<file path="src/rtl/fact_accel_pkg.sv">
// -----------------------------------------------------------------------------
// fact_accel_pkg
// Shared constants for the factorial-accelerator host.
//   - Accelerator register map (byte addresses on the accelerator bus)
//   - Host sequencing FSM state codes (plain localparams for legacy tools)
//   - Number of result bytes read back from the FN registers
// -----------------------------------------------------------------------------
package fact_accel_pkg;

    // Accelerator register map
    localparam int unsigned REG_N      = 0;
    localparam int unsigned REG_FN0    = 1;   // FN1..FN3 follow at 2..4
    localparam int unsigned REG_START  = 5;
    localparam int unsigned REG_INT_EN = 6;
    localparam int unsigned REG_DONE   = 7;   // bit0 = done, any write clears

    localparam int unsigned FN_BYTES   = 4;

    // Host sequencing states
    localparam int unsigned STATE_W = 4;
    localparam logic [STATE_W-1:0] S_IDLE  = 4'd0;
    localparam logic [STATE_W-1:0] S_WR_N  = 4'd1;
    localparam logic [STATE_W-1:0] S_WR_IE = 4'd2;
    localparam logic [STATE_W-1:0] S_START = 4'd3;
    localparam logic [STATE_W-1:0] S_WAIT  = 4'd4;
    localparam logic [STATE_W-1:0] S_GAP   = 4'd5;
    localparam logic [STATE_W-1:0] S_RD    = 4'd6;
    localparam logic [STATE_W-1:0] S_CLR   = 4'd7;
    localparam logic [STATE_W-1:0] S_RESP  = 4'd8;

endpackage

</file>
<file path="src/rtl/fact_accel_host_if.sv">
// -----------------------------------------------------------------------------
// fact_accel_host_if
// Memory-mapped bus between the host (master) and the factorial accelerator
// (slave).
//   cs, readmem, writemem : chip select and read/write strobes (master)
//   address, wdata        : register address and write data    (master)
//   rdata                 : read data, Z when not being read    (slave)
//   memDataReady          : access-complete pulse, async to clk (slave)
//   interrupt             : done & int_en level                 (slave)
// -----------------------------------------------------------------------------
interface fact_accel_host_if #(
    parameter int DATA_WIDTH = 8,
    parameter int ADDR_WIDTH = 12
);
    logic                  cs;
    logic                  readmem;
    logic                  writemem;
    logic [ADDR_WIDTH-1:0] address;
    logic [DATA_WIDTH-1:0] wdata;
    logic [DATA_WIDTH-1:0] rdata;
    logic                  memDataReady;
    logic                  interrupt;

    modport master (
        output cs, readmem, writemem, address, wdata,
        input  rdata, memDataReady, interrupt
    );

    modport slave (
        input  cs, readmem, writemem, address, wdata,
        output rdata, memDataReady, interrupt
    );
endinterface

</file>
<file path="src/rtl/fact_accel_host_mm_bus_master.sv">
// -----------------------------------------------------------------------------
// mm_bus_master
// Performs one read or write transaction on the accelerator bus per go pulse.
//   clk, rst           : clock, asynchronous active-low reset
//   go                 : start a transaction (ignored while one is in flight)
//   is_write, single   : write vs read; single = one-cycle strobe, no handshake
//   addr, wdata        : transaction address / write data
//   done               : one-cycle pulse, transaction completed
//   rdata_q            : read data captured when memDataReady was seen
//   timeout            : one-cycle pulse, memDataReady never arrived
//   bus                : accelerator bus (master side)
// -----------------------------------------------------------------------------
module mm_bus_master #(
    parameter int DATA_WIDTH     = 8,
    parameter int ADDR_WIDTH     = 12,
    parameter int TIMEOUT_CYCLES = 64
) (
    input  logic                  clk,
    input  logic                  rst,
    input  logic                  go,
    input  logic                  is_write,
    input  logic                  single,
    input  logic [ADDR_WIDTH-1:0] addr,
    input  logic [DATA_WIDTH-1:0] wdata,
    output logic                  done,
    output logic [DATA_WIDTH-1:0] rdata_q,
    output logic                  timeout,
    fact_accel_host_if.master     bus
);
    localparam int CNT_W = $clog2(TIMEOUT_CYCLES + 1);
    localparam logic [CNT_W-1:0] CNT_LAST = CNT_W'(TIMEOUT_CYCLES - 1);

    logic             mdr_meta;
    logic             mdr_s;
    logic             busy;
    logic             single_q;
    logic             armed;
    logic [CNT_W-1:0] wait_cnt;

    // NOTE: sequential state uses non-blocking assignments so every flop
    // samples pre-edge values; blocking here would collapse the two sync stages.
    always_ff @(posedge clk or negedge rst) begin
        if (!rst) begin
            mdr_meta <= 1'b0;
            mdr_s    <= 1'b0;
        end else begin
            mdr_meta <= bus.memDataReady;
            mdr_s    <= mdr_meta;
        end
    end

    // The synchronizer lags the accelerator by two cycles, so the ready level
    // of the previous transaction can still be visible when the next one
    // starts. A transaction only completes after it has seen mdr_s low once.
    always_ff @(posedge clk or negedge rst) begin
        if (!rst) begin
            bus.cs       <= 1'b0;
            bus.readmem  <= 1'b0;
            bus.writemem <= 1'b0;
            bus.address  <= '0;
            bus.wdata    <= '0;
            busy         <= 1'b0;
            single_q     <= 1'b0;
            armed        <= 1'b0;
            wait_cnt     <= '0;
            done         <= 1'b0;
            timeout      <= 1'b0;
            rdata_q      <= '0;
        end else begin
            done    <= 1'b0;
            timeout <= 1'b0;
            if (!busy) begin
                if (go) begin
                    bus.cs       <= 1'b1;
                    bus.readmem  <= !is_write;
                    bus.writemem <= is_write;
                    bus.address  <= addr;
                    bus.wdata    <= is_write ? wdata : '0;
                    busy         <= 1'b1;
                    single_q     <= single;
                    armed        <= 1'b0;
                    wait_cnt     <= '0;
                end
            end else if (single_q || (armed && mdr_s) || wait_cnt == CNT_LAST) begin
                bus.cs       <= 1'b0;
                bus.readmem  <= 1'b0;
                bus.writemem <= 1'b0;
                bus.wdata    <= '0;
                busy         <= 1'b0;
                if (single_q || (armed && mdr_s)) begin
                    done <= 1'b1;
                    if (bus.readmem) rdata_q <= bus.rdata;
                end else begin
                    timeout <= 1'b1;
                end
            end else begin
                wait_cnt <= wait_cnt + 1'b1;
                if (!mdr_s) armed <= 1'b1;
            end
        end
    end
endmodule

</file>
<file path="src/rtl/fact_accel_host.sv">
// -----------------------------------------------------------------------------
// fact_accel_host
// Bus initiator for the memory-mapped factorial accelerator. Accepts one
// request {n, irq mode}, programs N and INT_EN, pulses START, waits for done
// (DONE polling or interrupt), reads FN0..FN3, clears DONE and returns the
// 32-bit result.
//   clk, rst                          : clock, asynchronous active-low reset
//   req_valid/req_ready/req_n/req_use_irq : request handshake
//   resp_valid/resp_ready/resp_fn/resp_err: response handshake
//   bus                               : accelerator bus (master side)
// -----------------------------------------------------------------------------
module fact_accel_host
    import fact_accel_pkg::*;
#(
    parameter int DATA_WIDTH     = 8,
    parameter int ADDR_WIDTH     = 12,
    parameter int TIMEOUT_CYCLES = 64,
    parameter int POLL_GAP       = 4
) (
    input  logic              clk,
    input  logic              rst,
    input  logic              req_valid,
    output logic              req_ready,
    input  logic [7:0]        req_n,
    input  logic              req_use_irq,
    output logic              resp_valid,
    input  logic              resp_ready,
    output logic [31:0]       resp_fn,
    output logic              resp_err,
    fact_accel_host_if.master bus
);
    localparam int GAP_W = $clog2(POLL_GAP + 1);
    localparam logic [GAP_W-1:0] GAP_LAST = GAP_W'(POLL_GAP - 1);

    logic [STATE_W-1:0]    state;
    logic [7:0]            n_q;
    logic                  irq_q;
    logic [1:0]            byte_idx;
    logic [GAP_W-1:0]      gap_cnt;
    logic                  pending;   // current state's transaction issued

    logic                  go;
    logic                  is_write;
    logic                  single;
    logic [ADDR_WIDTH-1:0] addr;
    logic [DATA_WIDTH-1:0] wdata_cmd;
    logic                  done;
    logic                  timeout;
    logic [DATA_WIDTH-1:0] rdata_q;

    assign req_ready  = (state == S_IDLE);
    assign resp_valid = (state == S_RESP);

    // NOTE: every output of this block gets a default first, so no path
    // through the case leaves a signal unassigned and infers a latch.
    always_comb begin
        go        = 1'b0;
        is_write  = 1'b0;
        single    = 1'b0;
        addr      = '0;
        wdata_cmd = '0;
        case (state)
            S_WR_N: begin
                go        = !pending;
                is_write  = 1'b1;
                addr      = ADDR_WIDTH'(REG_N);
                wdata_cmd = DATA_WIDTH'(n_q);
            end
            S_WR_IE: begin
                go        = !pending;
                is_write  = 1'b1;
                addr      = ADDR_WIDTH'(REG_INT_EN);
                wdata_cmd = DATA_WIDTH'(irq_q);
            end
            S_START: begin
                // One-cycle strobe: waiting for ready could restart the engine.
                go        = !pending;
                is_write  = 1'b1;
                single    = 1'b1;
                addr      = ADDR_WIDTH'(REG_START);
                wdata_cmd = DATA_WIDTH'(1);
            end
            S_WAIT: begin
                go   = !pending && !irq_q;
                addr = ADDR_WIDTH'(REG_DONE);
            end
            S_RD: begin
                go   = !pending;
                addr = ADDR_WIDTH'(REG_FN0 + 32'(byte_idx));
            end
            S_CLR: begin
                go       = !pending;
                is_write = 1'b1;
                addr     = ADDR_WIDTH'(REG_DONE);
            end
            default: ;
        endcase
    end

    mm_bus_master #(
        .DATA_WIDTH    (DATA_WIDTH),
        .ADDR_WIDTH    (ADDR_WIDTH),
        .TIMEOUT_CYCLES(TIMEOUT_CYCLES)
    ) u_master (
        .clk     (clk),
        .rst     (rst),
        .go      (go),
        .is_write(is_write),
        .single  (single),
        .addr    (addr),
        .wdata   (wdata_cmd),
        .done    (done),
        .rdata_q (rdata_q),
        .timeout (timeout),
        .bus     (bus)
    );

    always_ff @(posedge clk or negedge rst) begin
        if (!rst) begin
            state    <= S_IDLE;
            n_q      <= '0;
            irq_q    <= 1'b0;
            byte_idx <= '0;
            gap_cnt  <= '0;
            pending  <= 1'b0;
            resp_fn  <= '0;
            resp_err <= 1'b0;
        end else begin
            if (go)   pending <= 1'b1;
            if (done) pending <= 1'b0;
            if (timeout) begin
                pending  <= 1'b0;
                resp_err <= 1'b1;
                resp_fn  <= '0;
                state    <= S_RESP;
            end else begin
                case (state)
                    S_IDLE: if (req_valid) begin
                        n_q     <= req_n;
                        irq_q   <= req_use_irq;
                        resp_fn <= '0;
                        state   <= S_WR_N;
                    end
                    S_WR_N:  if (done) state <= S_WR_IE;
                    S_WR_IE: if (done) state <= S_START;
                    S_START: if (done) state <= S_WAIT;
                    S_WAIT: begin
                        if (irq_q) begin
                            if (bus.interrupt) begin
                                byte_idx <= '0;
                                state    <= S_RD;
                            end
                        end else if (done) begin
                            if (rdata_q[0]) begin
                                byte_idx <= '0;
                                state    <= S_RD;
                            end else begin
                                gap_cnt <= '0;
                                state   <= S_GAP;
                            end
                        end
                    end
                    S_GAP: begin
                        if (gap_cnt == GAP_LAST) state <= S_WAIT;
                        else gap_cnt <= gap_cnt + 1'b1;
                    end
                    S_RD: if (done) begin
                        resp_fn[{byte_idx, 3'b000} +: 8] <= rdata_q[7:0];
                        if (byte_idx == 2'(FN_BYTES - 1)) state <= S_CLR;
                        else byte_idx <= byte_idx + 1'b1;
                    end
                    S_CLR:  if (done) state <= S_RESP;
                    S_RESP: if (resp_ready) begin
                        resp_err <= 1'b0;
                        state    <= S_IDLE;
                    end
                    default: state <= S_IDLE;
                endcase
            end
        end
    end
endmodule

</file>
<file path="src/flat_wrapper.sv">
// flat-port wrapper written by rule: the top's interface ports become plain ports
module fact_accel_host_flat import fact_accel_pkg::*;
#(
    parameter int DATA_WIDTH     = 8,
    parameter int ADDR_WIDTH     = 12,
    parameter int TIMEOUT_CYCLES = 64,
    parameter int POLL_GAP       = 4
)
  (clk, rst, req_valid, req_ready, req_n, req_use_irq, resp_valid, resp_ready, resp_fn, resp_err, bus_cs, bus_readmem, bus_writemem, bus_address, bus_wdata, bus_rdata, bus_memDataReady, bus_interrupt);
  fact_accel_host_if #(.DATA_WIDTH(DATA_WIDTH), .ADDR_WIDTH(ADDR_WIDTH)) bus_i ();
  input  logic clk;
  input  logic rst;
  input  logic req_valid;
  output logic req_ready;
  input  logic [7:0] req_n;
  input  logic req_use_irq;
  output logic resp_valid;
  input  logic resp_ready;
  output logic [31:0] resp_fn;
  output logic resp_err;
  output wire logic [$bits(bus_i.cs)-1:0] bus_cs;
  output wire logic [$bits(bus_i.readmem)-1:0] bus_readmem;
  output wire logic [$bits(bus_i.writemem)-1:0] bus_writemem;
  output wire logic [$bits(bus_i.address)-1:0] bus_address;
  output wire logic [$bits(bus_i.wdata)-1:0] bus_wdata;
  input wire logic [$bits(bus_i.rdata)-1:0] bus_rdata;
  input wire logic [$bits(bus_i.memDataReady)-1:0] bus_memDataReady;
  input wire logic [$bits(bus_i.interrupt)-1:0] bus_interrupt;
  assign bus_cs = bus_i.cs;
  assign bus_readmem = bus_i.readmem;
  assign bus_writemem = bus_i.writemem;
  assign bus_address = bus_i.address;
  assign bus_wdata = bus_i.wdata;
  assign bus_i.rdata = bus_rdata;
  assign bus_i.memDataReady = bus_memDataReady;
  assign bus_i.interrupt = bus_interrupt;
  fact_accel_host #(.DATA_WIDTH(DATA_WIDTH), .ADDR_WIDTH(ADDR_WIDTH), .TIMEOUT_CYCLES(TIMEOUT_CYCLES), .POLL_GAP(POLL_GAP)) u_core (.clk(clk), .rst(rst), .req_valid(req_valid), .req_ready(req_ready), .req_n(req_n), .req_use_irq(req_use_irq), .resp_valid(resp_valid), .resp_ready(resp_ready), .resp_fn(resp_fn), .resp_err(resp_err), .bus(bus_i));
endmodule
</file>
<file path="config.mk">
export PLATFORM = sky130hd
export DESIGN_NAME = fact_accel_host_flat
export DESIGN_NICKNAME = d
export VERILOG_FILES = /design/src/rtl/fact_accel_pkg.sv /design/src/rtl/fact_accel_host_if.sv /design/src/rtl/fact_accel_host_mm_bus_master.sv /design/src/rtl/fact_accel_host.sv /design/src/flat_wrapper.sv
export SDC_FILE = /design/constraint.sdc
export NUM_CORES = 1
export LEC_CHECK = 0
export CAP_MARGIN = 40
export CORE_MARGIN = 4
export CORE_UTILIZATION = 46
export CTS_CLUSTER_DIAMETER = 60
export DETAILED_ROUTE_END_ITERATION = 8
export GPL_TIMING_DRIVEN = 0
export PLACE_DENSITY = 0.75
export SYNTH_ARGS = -nofsm -noshare
export SYNTH_HDL_FRONTEND = slang
export SYNTH_SLANG_ARGS = --single-unit
</file>
<file path="constraint.sdc">
create_clock -name clk -period 2.04 [get_ports clk]
set_input_delay 0.306 -clock clk [delete_from_list [all_inputs] [get_ports clk]]
set_output_delay 0.306 -clock clk [all_outputs]
set_load 0.005 [all_outputs]
</file>
Word level (Yosys, flattened, before mapping)
Index checks and enable logic that the tools add are counted.

Bitwise operators: 2. Multiplexer cells: 69. Add/sub/neg operators: 5. Equality and inequality tests: 34. Shift-type cells: 2. Reduce and logical (&&, ||, !) cells: 29.

Operator list (count): 32-bit 2-to-1 mux (3); 32-bit case mux with 2 select lines (1); 4-bit 2-to-1 mux (13); 12-bit case mux with 4 select lines (1); 4-bit case mux with 9 select lines (1); 32-bit bitwise mux (1); 8-bit 2-to-1 mux (4); 8-bit by 7-bit variable shift with 32-bit output, first input constant (1); 8-bit by 7-bit indexed part select with 32-bit output (1); 1-bit 2-to-1 mux (27); 8-bit case mux with 3 select lines (1); 7-bit 2-to-1 mux (3); 3-bit != test, second input constant (6); 4-bit by 3-bit equality test with 1-bit output, second input constant (4); 2-bit != test, second input constant (8); 3-bit by 2-bit != test with 1-bit output, second input constant (5); 2-bit 2-to-1 mux (7); 3-bit 2-to-1 mux (4); 11-bit AND reduction (1); 2-bit nonzero test (5); 3-bit AND reduction (3); 4-bit by 2-bit equality test with 1-bit output, second input constant (2); 2-bit AND reduction (4); 7-bit by 1-bit adder with 7-bit output, second input constant (1); other kinds (28) (34).

Output and inout port bits: 58. Bits in registers: 97. Logic and storage cells: 163. Input port bits: 23.

Longest topological paths before layout
Depth after elaboration: 6. Depth in mapped cells: 8. Depth with buffers taken out: 7.

Cells and area by module
Synthesis repeated with hierarchy kept, for this count alone.

Cell total of the unflattened synthesis: 443. Area, all modules: 4699.5 um^2.

By module, submodules not included: fact_accel_host (area each 2912.8 um^2, times used 1, seq. area each 1301.2 um^2, cells each 290); mm_bus_master (area each 1786.7 um^2, times used 1, seq. area each 1126.1 um^2, cells each 153).

Worst setup path before layout
No wires, ideal clock.

Kind: flip-flop to flip-flop. From: register u_core.state[3]. To: register u_core.resp_fn[24]. Path buffers: 2. Period minus slack after synthesis: 2091 ps. Setup time: 125 ps. Stages on the path, launching flop included: 8. Required time: 1915 ps. Path slack: -51 ps. Data arrival time: 1966 ps. Cell sequence: dfrtp_1 > buf_2 > or2b_2 > or2_2 > clkbuf_1 > nor2_1 > o21a_1 > mux2_2.

Longest elaborated chain between the ends: 3.

RTL lines: start, declared (line fact_accel_host.sv:35) `logic [STATE_W-1:0] state;`; start signal, assigned (line fact_accel_host.sv:120) `state <= S_IDLE;`; start signal, assigned (line fact_accel_host.sv:135) `state <= S_RESP;`; start signal, assigned (line fact_accel_host.sv:142) `state <= S_WR_N;`; 4-bit by 3-bit equality test with 1-bit output / 4-bit zero test (equally long branches) (line fact_accel_host.sv:137) `case (state)`; 3-bit != test (no source line) (tied with other cells); 3-bit AND reduction (no source line) / 32-bit 2-to-1 mux (equally long branches); end signal, assigned by index (line fact_accel_host.sv:168) `resp_fn[{byte_idx, 3'b000} +: 8] <= rdata_q[7:0];`; end, declared (line fact_accel_host.sv:28) `output logic [31:0] resp_fn,`.

Parallel ways exist; a longest one is shown, timed or not. A chain may end at the register's enable or synchronous reset.

Final worst setup path
From: register u_core.state[2]. To: register u_core.state[0].

Longest elaborated chain between the ends: 3.

RTL lines (line): 4-bit by 3-bit equality test with 1-bit output (tied with other cells) (fact_accel_host.sv:137); 4-bit by 3-bit != test with 1-bit output (no source line) (tied with other cells); 11-bit AND reduction (no source line) / 4-bit 2-to-1 mux (equally long branches).

Parallel ways exist; a longest one is shown, timed or not.

==> summary.txt <==
Run status
  – Outcome: finished with violations
  – Failing checks: setup timing

STA
  – Peak Freq: 0.463 GHz
  – Fin Hold WS: 0.368 ns
  – Tmin final: 2.16 ns
  – Final setup violation count: 3
  – Slew @ Worst Pin: 0.639 ns
  – Final worst path period share: 106%
  – Setup ws final: -0.119 ns
  – Final hold viol count: 0
  – Unrepaired setup endpoints after global routing: yes
  – Max-slew violations: 0
  – Max_slew headroom: 57.4%
  – Post-Route Skew: 0.0117 ns

Yosys
  – Seq/Total Area, Yosys: 54.4%
  – EDFF count, synth: 0
  – Post-synth ARST share: 100%
  – Mapped cell area: 4050 um^2
  – List of most frequent post-synthesis cells: dfrtp_1 (88), nand2_1 (49), inv_1 (25)
  – Seq cells post-synth: 88
  – Synth warn: 0
  – Netlist cell types: 58
  – Dominant cell by count in the synthesized netlist: dfrtp_1
  – Most used DFF post-synth: dfrtp_1
  – Post-synth top area cell: dfrtp_1
  – Synthesized instance count: 371
  – Syn Area/Cell: 10.9 um^2
  – Synth top area cells: dfrtp_1 (54%), mux2_2 (5.3%), a22o_1 (4.8%)
  – Area share of the largest cell type after synthesis: 54.4%

Worst setup path
  – CP max FO: 6
  – CP max stage delay: 0.51 ns
  – CP startpoint kind: flip-flop
  – CP top delay family: simple AND/OR/NAND/NOR gates
  – Worst EP arrival: 2.42 ns
  – Crit. End Element: flip-flop
  – Worst Path Required: 2.30 ns
  – Buf/Inv on CP: 1
  – CP Class: flip-flop to flip-flop
  – Slowest cell on crit path: or4_1
  – CP Cell Sequence: or3b_4 > a311oi_2 > or4_1 > buf_6 > or4_4 > a21oi_2

Run
  – Number of max-cap violations: 0

CTS
  – CTS tree: yes
  – Clk slew on worst S/H paths: 0.08 ns
  – Clk_lat worst skew: 0.35 ns
  – TritonCTS Buffers: 9
  – CTS max path bufs: 2
  – H-Tree Depth: 3
  – CTS root buf: clkbuf_8
  – Clk sinks: 88

Global routing
  – GRT Util Overall: 19.7%
  – Vias in the first global route: 3182
  – Pin count of the biggest net entering global routing: 58
  – First-pass GRT wire length: 16100 um
  – Initial antenna violation count: 0
  – GR Overflow Total: 0

Detailed routing
  – DRT antenna net count: 0
  – DR iter-0 viols: 141
  – Drt drc: 0
  – 1st-pass router iterations: 4
  – Vias per cell: 5.45
  – Drt total wl: 10100 um
  – WL/cell: 17.0 um
  – Via count: 3255

Placed design
  – Dpl hpwl: 6710 um
  – Place WS: -0.461 ns
  – GPL Wtd Cong: 0.902
  – Placed Cells: 557
  – Number of port buffers: 71

Floorplan
  – Initial Util: 48.3%
  – Die Wd: 102 um
  – CORE AREA: 8380 um^2
  – Die Y: 102 um
  – # IOs: 81
  – Row cnt: 33
  – Die Area: 10400 um^2

Power
  – Pwr dens: 1290 nW/um^2
  – Static Leak: 0.00248 uW
  – Pwr Total: 7290 uW
  – VDD IR max: 0.692 mV

Final layout
  – # fillers: 617
  – Final std cells w/o fill: 597
  – Layout cell share with drive strength beyond 1: 25.6%
  – Inserted Diodes: 0
  – Multi-input combinational cell area: 1840 um^2
  – FF+latch area: 2210 um^2
  – Final #Nets: 518
  – Area delta synth->final: 39.6%

Min path
  – Worst hold path class: flip-flop to flip-flop
## sequential cells by signal, summed over array words and instances, names as in the netlist, 2 cells and up
name                         cells
u_core.u_master.bus.wdata        8
u_core.u_master.rdata_q          8
u_core.resp_fn                  32
u_core.n_q                       8
u_core.state                     4
u_core.u_master.bus.address      3
u_core.u_master.wait_cnt         7
u_core.gap_cnt                   3
u_core.byte_idx                  2
## cells in the final DEF (no fill, tap or decap), drive strengths merged, types with 3 or more instances in the layout
| cell type | count |
|---|---|
| dfrtp | 88 |
| clkdlybuf4s50 | 68 |
| nand2 | 49 |
| buf | 47 |
| inv | 27 |
| a22o | 22 |
| nor2 | 20 |
| mux2 | 19 |
| mux2i | 18 |
| clkbuf | 17 |
| conb | 9 |
| o21ai | 9 |
| a21oi | 9 |
| ha | 8 |
| nor2b | 5 |
| nand2b | 5 |
| nand4 | 4 |
| nor3 | 4 |
| nand3 | 4 |
| nor4 | 4 |
| clkinv | 3 |
| or3 | 3 |
| or4 | 3 |
## kinds of logic (layout without fill, tap and decap cells)
| group | after synthesis | after routing | synth area share (%) |
|---|---|---|---|
| flops | 88 | 88 | 54.4 |
| xor+xnor | 2 | 2 | 0.433 |
| mux | 37 | 37 | 9.73 |
| compound gates | 64 | 64 | 12.1 |
| buf+inv | 53 | 166 | 5.90 |
| fa+ha+maj | 8 | 8 | 2.47 |
| other cells | 1 | 9 | 0.0926 |
| simple gates | 118 | 118 | 14.9 |
## report_power, final
part / internal (uW) / switching [uW]
registers: 2300 / 477
logic: 1730 / 1540
clock network: 612 / 633
total: 4640 / 2650
## through the flow
| stage | setup TNS [ns] | area [um^2] | util, % |
|---|---|---|---|
| 5_1_grt | -1.32 | 5650 | 67.4 |
| 2_1_floorplan | 0 | 4100 | - |
| 6_report | -0.151 | 5650 | 67.4 |
| 4_1_cts | 0 | 5520 | 65.8 |
| 3_3_place_gp | -230.75 | 4940 | 59.0 |
| 3_5_place_dp | -16.07 | 4970 | 59.4 |
## final cells by class
cell class	count	share of cell area (%)
buffer	22	2.94
clock buffer	11	2.50
clock inverter	5	1.13
inverter	27	1.84
multi-input combinational	238	32.6
sequential	88	39.0
tap	105	2.32
timing repair buffer	101	17.6
## path summary, 6_finish.rpt
| kind | start | end | slack, ns | cells past startpoint |
|---|---|---|---|---|
| setup / recovery | u_core.state[2]$_DFFE_PN0P_ | u_core.state[0]$_DFFE_PN0P_ | -0.12 | 6 |
| hold / removal | u_core.u_master.mdr_meta$_DFF_PN0_ | u_core.u_master.mdr_s$_DFF_PN0_ | 0.37 | 0 |
| setup reg to reg | u_core.state[2]$_DFFE_PN0P_ | u_core.state[0]$_DFFE_PN0P_ | -0.12 | 6 |
| hold reg to reg | u_core.u_master.mdr_meta$_DFF_PN0_ | u_core.u_master.mdr_s$_DFF_PN0_ | 0.37 | 0 |
| max in group asynchronous | rst | u_core.state[1]$_DFFE_PN0P_ | 0.99 | 3 |
| min in group asynchronous | rst | u_core.n_q[5]$_DFFE_PN0P_ | 0.43 | 2 |
## what timing repair did
item | 4_1_cts | 5_1_grt
pin swaps | 6 | 6
gates resized for setup | 46 | 30
endpoints found under the setup margin | 60 | 44
hold buffers | 1 | 0
cloned | 0 | 0
setup buffers | 21 | 6
endpoints found under the hold margin | 31 | 0
## worst reg2reg max path: cells and delay by family (launching register included)
| family | cells | cell delay, ns |
|---|---|---|
| buf+inv | 1 | 0.15 |
| flops | 1 | 0.46 |
| compound gates | 2 | 0.27 |
| simple gates | 3 | 1.21 |
## routing by layer
metal / part of all wire (%) / vias up / wire length [um] / global-route usage [%]
li1: - / 1513 / - / -
met1: 44 / 1601 / 4480 / 28.0
met2: 47 / 128 / 4810 / 30.9
met3: 7.6 / 13 / 766 / 5.39
met4: 0.85 / 0 / 86 / 3.63
met5: 0 / - / 0 / 0
(Power assumes the default switching activity.)
